File: config.mk
export PLATFORM = sky130hd
export DESIGN_NAME = cbd_sample_ctrl
export DESIGN_NICKNAME = d
export VERILOG_FILES = /design/src/rtl/kyber_pkg.sv /design/src/rtl/cbd_coef_unit.sv /design/src/rtl/cbd_sample_ctrl.sv
export SDC_FILE = /design/constraint.sdc
export NUM_CORES = 1
export LEC_CHECK = 0
export CORE_AREA = 8 8 78 80
export DETAILED_ROUTE_END_ITERATION = 8
export DIE_AREA = 0 0 86 88
export GPL_TIMING_DRIVEN = 0
export PLACE_DENSITY = 0.77
export SYNTH_ARGS = -nofsm -noshare
export SYNTH_HDL_FRONTEND = slang
export SYNTH_SLANG_ARGS = --single-unit
File: constraint.sdc
create_clock -name clk -period 2.65 [get_ports clk]
set_input_delay 0.53 -clock clk [delete_from_list [all_inputs] [get_ports clk]]
set_output_delay 0.53 -clock clk [all_outputs]
set_load 0.05 [all_outputs]
File: src/rtl/kyber_pkg.sv
// kyber_pkg: shared Kyber constants, coefficient type and CBD sequencer states
package kyber_pkg;
    localparam int KYBER_N    = 256;
    localparam int KYBER_Q    = 3329;
    localparam int KYBER_ETA1 = 2;
    localparam int CBD_BYTES  = 64 * KYBER_ETA1;
    typedef logic [11:0] coef_t;
    typedef enum logic [2:0] {IDLE, REQ, STREAM, NEXT, DONE} cbd_state_e;
endpackage

File: src/rtl/cbd_coef_unit.sv
// cbd_coef_unit: nibble -> eta=2 CBD coefficient; CBD_MODQ_EN selects mod-Q output, else two's complement
module cbd_coef_unit #(
    parameter int Q      = 3329,
    parameter int COEF_W = 12
) (
    input  logic [3:0]        nib_i,
    output logic [COEF_W-1:0] coef_o
);
`ifdef CBD_MODQ_EN
    localparam bit MODQ = 1'b1;
`else
    localparam bit MODQ = 1'b0;
`endif
    logic [1:0]        pos, neg;
    logic [2:0]        c;
    logic [COEF_W-1:0] se;
    // Centered binomial difference, sign-extended, optionally folded into [0,Q-1]
    always_comb begin
        pos    = {1'b0, nib_i[0]} + {1'b0, nib_i[1]};
        neg    = {1'b0, nib_i[2]} + {1'b0, nib_i[3]};
        c      = {1'b0, pos} - {1'b0, neg};
        se     = {{(COEF_W-3){c[2]}}, c};
        coef_o = (MODQ && c[2]) ? se + COEF_W'(Q) : se;
    end
endmodule

File: src/rtl/cbd_sample_ctrl.sv
// cbd_sample_ctrl: PRF-driven eta=2 CBD sampler writing 256 coeffs per poly; option macro CBD_MODQ_EN
module cbd_sample_ctrl
    import kyber_pkg::*;
#(
    parameter int MAX_POLY = 6,
    parameter int Q        = KYBER_Q,
    parameter int COEF_W   = 12
) (
    input  logic                          clk,
    input  logic                          rst_n,
    input  logic                          start_i,
    input  logic [7:0]                    nonce_base_i,
    input  logic [$clog2(MAX_POLY+1)-1:0] num_poly_i,
    output logic                          busy_o,
    output logic                          done_o,
    output logic                          prf_req_o,
    output logic [7:0]                    prf_nonce_o,
    input  logic                          prf_ack_i,
    input  logic                          byte_valid_i,
    input  logic [7:0]                    byte_data_i,
    output logic                          byte_ready_o,
    output logic                          coef_we_o,
    output logic [$clog2(MAX_POLY)-1:0]   coef_poly_o,
    output logic [$clog2(KYBER_N)-1:0]    coef_addr_o,
    output logic [COEF_W-1:0]             coef_data_o
);
    localparam int NW = $clog2(MAX_POLY+1);
    localparam int PW = $clog2(MAX_POLY);
    localparam int AW = $clog2(KYBER_N);

    cbd_state_e        state_q, state_d;
    logic [NW-1:0]     num_q, num_d;
    logic [PW-1:0]     poly_q, poly_d, cpoly_q, cpoly_d;
    logic [7:0]        nonce_q, nonce_d, cnt_q, cnt_d;
    logic              hi_q, hi_d, we_q, we_d;
    logic [3:0]        nib_q, nib_d, nib;
    logic [AW-1:0]     addr_q, addr_d;
    logic [COEF_W-1:0] data_q, data_d, coef;
    logic              accept, last_poly;

    // One shared converter: high nibble comes from the latched byte, low nibble straight from the bus
    assign nib = hi_q ? nib_q : byte_data_i[3:0];

    cbd_coef_unit #(.Q(Q), .COEF_W(COEF_W)) u_coef (
        .nib_i  (nib),
        .coef_o (coef)
    );

    assign byte_ready_o = (state_q == STREAM) && !hi_q && (cnt_q < 8'(CBD_BYTES));
    assign accept       = byte_valid_i && byte_ready_o;
    assign last_poly    = 32'(poly_q) + 32'd1 == 32'(num_q);
    assign busy_o       = state_q != IDLE;
    assign done_o       = state_q == DONE;
    assign prf_req_o    = (state_q == REQ) && (num_q != '0);
    assign prf_nonce_o  = nonce_q;
    assign coef_we_o    = we_q;
    assign coef_poly_o  = cpoly_q;
    assign coef_addr_o  = addr_q;
    assign coef_data_o  = data_q;

    // Next-state and datapath: low coef on accept, high coef the following cycle
    always_comb begin
        state_d = state_q;
        num_d   = num_q;
        poly_d  = poly_q;
        nonce_d = nonce_q;
        cnt_d   = cnt_q;
        hi_d    = hi_q;
        nib_d   = nib_q;
        we_d    = 1'b0;
        cpoly_d = cpoly_q;
        addr_d  = addr_q;
        data_d  = data_q;
        case (state_q)
            IDLE: if (start_i) begin
                num_d   = num_poly_i;
                nonce_d = nonce_base_i;
                poly_d  = '0;
                cnt_d   = '0;
                state_d = REQ;
            end
            REQ: state_d = (num_q == '0) ? DONE : (prf_ack_i ? STREAM : REQ);
            STREAM: if (hi_q) begin
                we_d   = 1'b1;
                addr_d = addr_q | AW'(1);
                data_d = coef;
                hi_d   = 1'b0;
                cnt_d  = cnt_q + 8'd1;
                if (cnt_q == 8'(CBD_BYTES - 1)) state_d = last_poly ? DONE : NEXT;
            end else if (accept) begin
                we_d    = 1'b1;
                cpoly_d = poly_q;
                addr_d  = {cnt_q[AW-2:0], 1'b0};
                data_d  = coef;
                hi_d    = 1'b1;
                nib_d   = byte_data_i[7:4];
            end
            NEXT: begin
                poly_d  = poly_q + PW'(1);
                nonce_d = nonce_q + 8'd1;
                cnt_d   = '0;
                state_d = REQ;
            end
            DONE: state_d = IDLE;
            default: state_d = IDLE;
        endcase
    end

    // State and output registers, cleared asynchronously so a reset aborts a run at once
    always_ff @(posedge clk or negedge rst_n) begin
        if (!rst_n) begin
            state_q <= IDLE;
            num_q   <= '0;
            poly_q  <= '0;
            nonce_q <= '0;
            cnt_q   <= '0;
            hi_q    <= 1'b0;
            nib_q   <= '0;
            we_q    <= 1'b0;
            cpoly_q <= '0;
            addr_q  <= '0;
            data_q  <= '0;
        end else begin
            state_q <= state_d;
            num_q   <= num_d;
            poly_q  <= poly_d;
            nonce_q <= nonce_d;
            cnt_q   <= cnt_d;
            hi_q    <= hi_d;
            nib_q   <= nib_d;
            we_q    <= we_d;
            cpoly_q <= cpoly_d;
            addr_q  <= addr_d;
            data_q  <= data_d;
        end
    end
endmodule

==> flow_summary.ini <==
[synthesis]
synthesis.nets = 250
synth-warning-count = 0
synth.distinct_cells = 41
synth-seq-area-share_pct = 48.8
postSynthCellCount = 220
register_bit_total_from_synthesis = 45
synth_area_mm2 = 0.00231
syn_avg_cell_area_um2 = 10.5
postSynth.topFlopCell = dfrtp_1
async_flop_share_pct = 100
synth-edff-count = 0

[routing]
post_route_ant_nets = 0
wirelength_um = 5240
routed-via-count = 1838
first_pass_iters = 4
dr.first_iter.drc_count = 107
post_drt_via_cell_ratio = 5.13
wl_per_cell_um = 14.6
drc_errors = 0

[sta]
finalCritPeriodShare_pct = 96.7
timing.slew.headroom_pct = 62.3
timing.final.setup_violations = 0
final_hold_viol_count = 0
tightestPinTransition_ps = 566
finalMaxSlewViolations = 0
max_clock_freq_mhz = 390
hold_slack_ps = 199
final_worst_clock_skew_ps = 3.36
min_period_ps = 2560
unrepaired_setup_endpoints_after_global_routing = yes

[floorplanning]
die_width_um = 86
fp-row-count = 26
die_area_mm2 = 0.00757
die_h_um = 88
core_area_mm2 = 0.00491
floorplan.io_pins = 60
initial_cell_density_of_the_core_pct = 47.0

[cells_and_area]
layout-drive-gt1-share_pct = 15.6
fin_cells = 358
finish.utilization_pct = 62.7
antenna_cells = 0
layout-area-overhead-vs-synth_pct = 33.4
fin_nets = 317

[clock_network]
clock-root-buffer = clkbuf_8
tritoncts = yes
clockBufferDepth = 2
post_cts_buffers = 0
clock_latency_ps = 300
cts-htree-levels = 2
tritoncts.num_buffers = 5
cts.reportedPaths.clkPinSlew_ps = 80
clock_sinks = 45

[power_and_ir_drop]
power_density_mw_per_mm2 = 709
vdd_ir_drop_max_v = 0.000369
post-layout-total-power_w = 0.00218
power.static_leakage_nw = 1.30

[global_route]
overall_track_demand_over_capacity_in_global_routing_pct = 14.8
grt_max_degree = 26
globalRoute.totalOverflow = 0
grt_pass1_wl_um = 8830
grt_pass1_vias = 1864
antenna_found_initial = 0

[critical_path]
timing.critical_path.slowest_stage_cell = clkdlybuf4s50_1
crit_required_ps = 2120
cp_top_family = buffers and inverters
cells_along_the_critical_path = buf_2 > nor3_1 > inv_1 > clkdlybuf4s50_1
worst-endpoint-arrival_ps = 2030
cp_slowest_stage_delay_ps = 710
launching_element_type_of_the_critical_path = register
setup_crit_path_kind = register to primary output
critical_path_buf_inv_count = 3
endpoint_kind = primary output
timing.critical_path.fanout_max = 10

[worst_hold_path]
min_path_type = input pin to async pin

[placed_design]
routabilityCongestion = 0.809
dp_hpwl_um = 4020
portBuffers = 59
placed_cells = 350

[run_status]
status = completed

[flow_run]
cap_violations = 0
-- cells in the mapped netlist (5+ instances only) --
cell,n,area (um^2)
a21oi_1,9,45.0
buf_4,9,67.6
clkbuf_1,6,22.5
dfrtp_1,45,1130
ha_1,5,62.6
inv_1,7,26.3
mux2_2,20,225
mux2i_1,6,60.1
nand2_1,23,86.3
nand3_1,10,50.1
nor2_1,12,45.0
nor3_1,6,30.0
o21ai_0,13,65.1
xnor2_1,7,61.3
-- layout by cell type (no fill, tap or decap), types with 2 or more instances in the layout --
cell type	count
mux2i_1	6
clkbuf_8	5
o21ai_0	13
nand2_1	23
nor3b_1	4
nand3_1	10
nand2b_1	2
nor3_1	6
mux2_2	20
nand3b_1	2
o221a_2	2
inv_1	7
xnor2_1	7
clkbuf_1	9
a21oi_1	9
or4_1	2
ha_1	5
clkdlybuf4s50_1	55
buf_2	6
a211oi_1	3
a2111oi_0	2
dfrtp_1	45
a21o_1	2
o211ai_1	2
buf_4	9
nor2_1	12
-- state kept, by name (all words and copies together) (netlist names) --
name	count
poly_q	3
coef_data_o	3
coef_addr_o	8
coef_we_o	1
num_q	3
prf_nonce_o	8
coef_poly_o	3
state_q	3
hi_q	1
cnt_q	8
nib_q	4
-- worst reg2reg max path, stage by stage (launching register included) --
cell,delay (ps)
dfrtp_1,380
clkbuf_1,410
mux2_2,400
fa_1,490
ha_1,140
inv_1,40
ha_1,160
mux2_2,250
-- metal layers --
layer	track usage, %	wire [um]	vias to the layer above
li1	-	-	907
met1	17.7	2400	873
met2	24.6	2490	52
met3	4.60	284	6
met4	5.25	65	0
met5	0	0	-
-- metrics by stage --
stage | setup slack, ps | area [um^2] | TNS [ps]
3_3_place_gp | -144 | 2990 | -6480
5_1_grt | -99.6 | 3080 | -99.6
2_1_floorplan | 59.8 | 2310 | 0
3_5_place_dp | -86.9 | 3010 | -86.9
4_1_cts | 11.4 | 3090 | 0
6_report | 87.1 | 3080 | 0
-- final timing paths --
path                                     start               to  slack (ps)  cells past startpoint
worst min-delay path                     rst_n   coef_addr_o[5]         200                      1
min in group clk                coef_addr_o[0]   coef_addr_o[0]         480                      2
max in group asynchronous                rst_n   coef_poly_o[1]        1950                      2
worst max register to register            hi_q  coef_data_o[10]         260                      7
worst min register to register  coef_addr_o[0]   coef_addr_o[0]         480                      2
worst max-delay path                state_q[1]           busy_o          90                      4
-- layout make-up --
class	count	area, um^2
Clock buffer	8	80.1
Sequential cell	45	1130
Fill cell	414	1830
Timing Repair Buffer	60	603
Buffer	19	110
Tap cell	70	87.6
Inverter	7	26.3
Multi-Input combinational cell	149	1050
-- cells by family after synthesis --
kind of cell	synth area share (%)
AOI/OAI and AO/OA	12.1
muxes	12.4
buffers and inverters	5.90
adders and majority gates	3.58
and+or+nand+nor	14.2
xor gates and xnor gates	3.03
DFF	48.8
-- power by group --
part / internal (W) / switching (W)
Clock: 0.000188 / 0.000224
Combinational: 0.000360 / 0.000527
Sequential: 0.000790 / 0.0000963
-- timing repair --
item	4_1_cts	5_1_grt
hold buffers	0	0
endpoints found under the setup margin	3	4
pin swaps	0	0
resized for setup	6	6
Note: power is estimated with default switching activity, not from simulation.
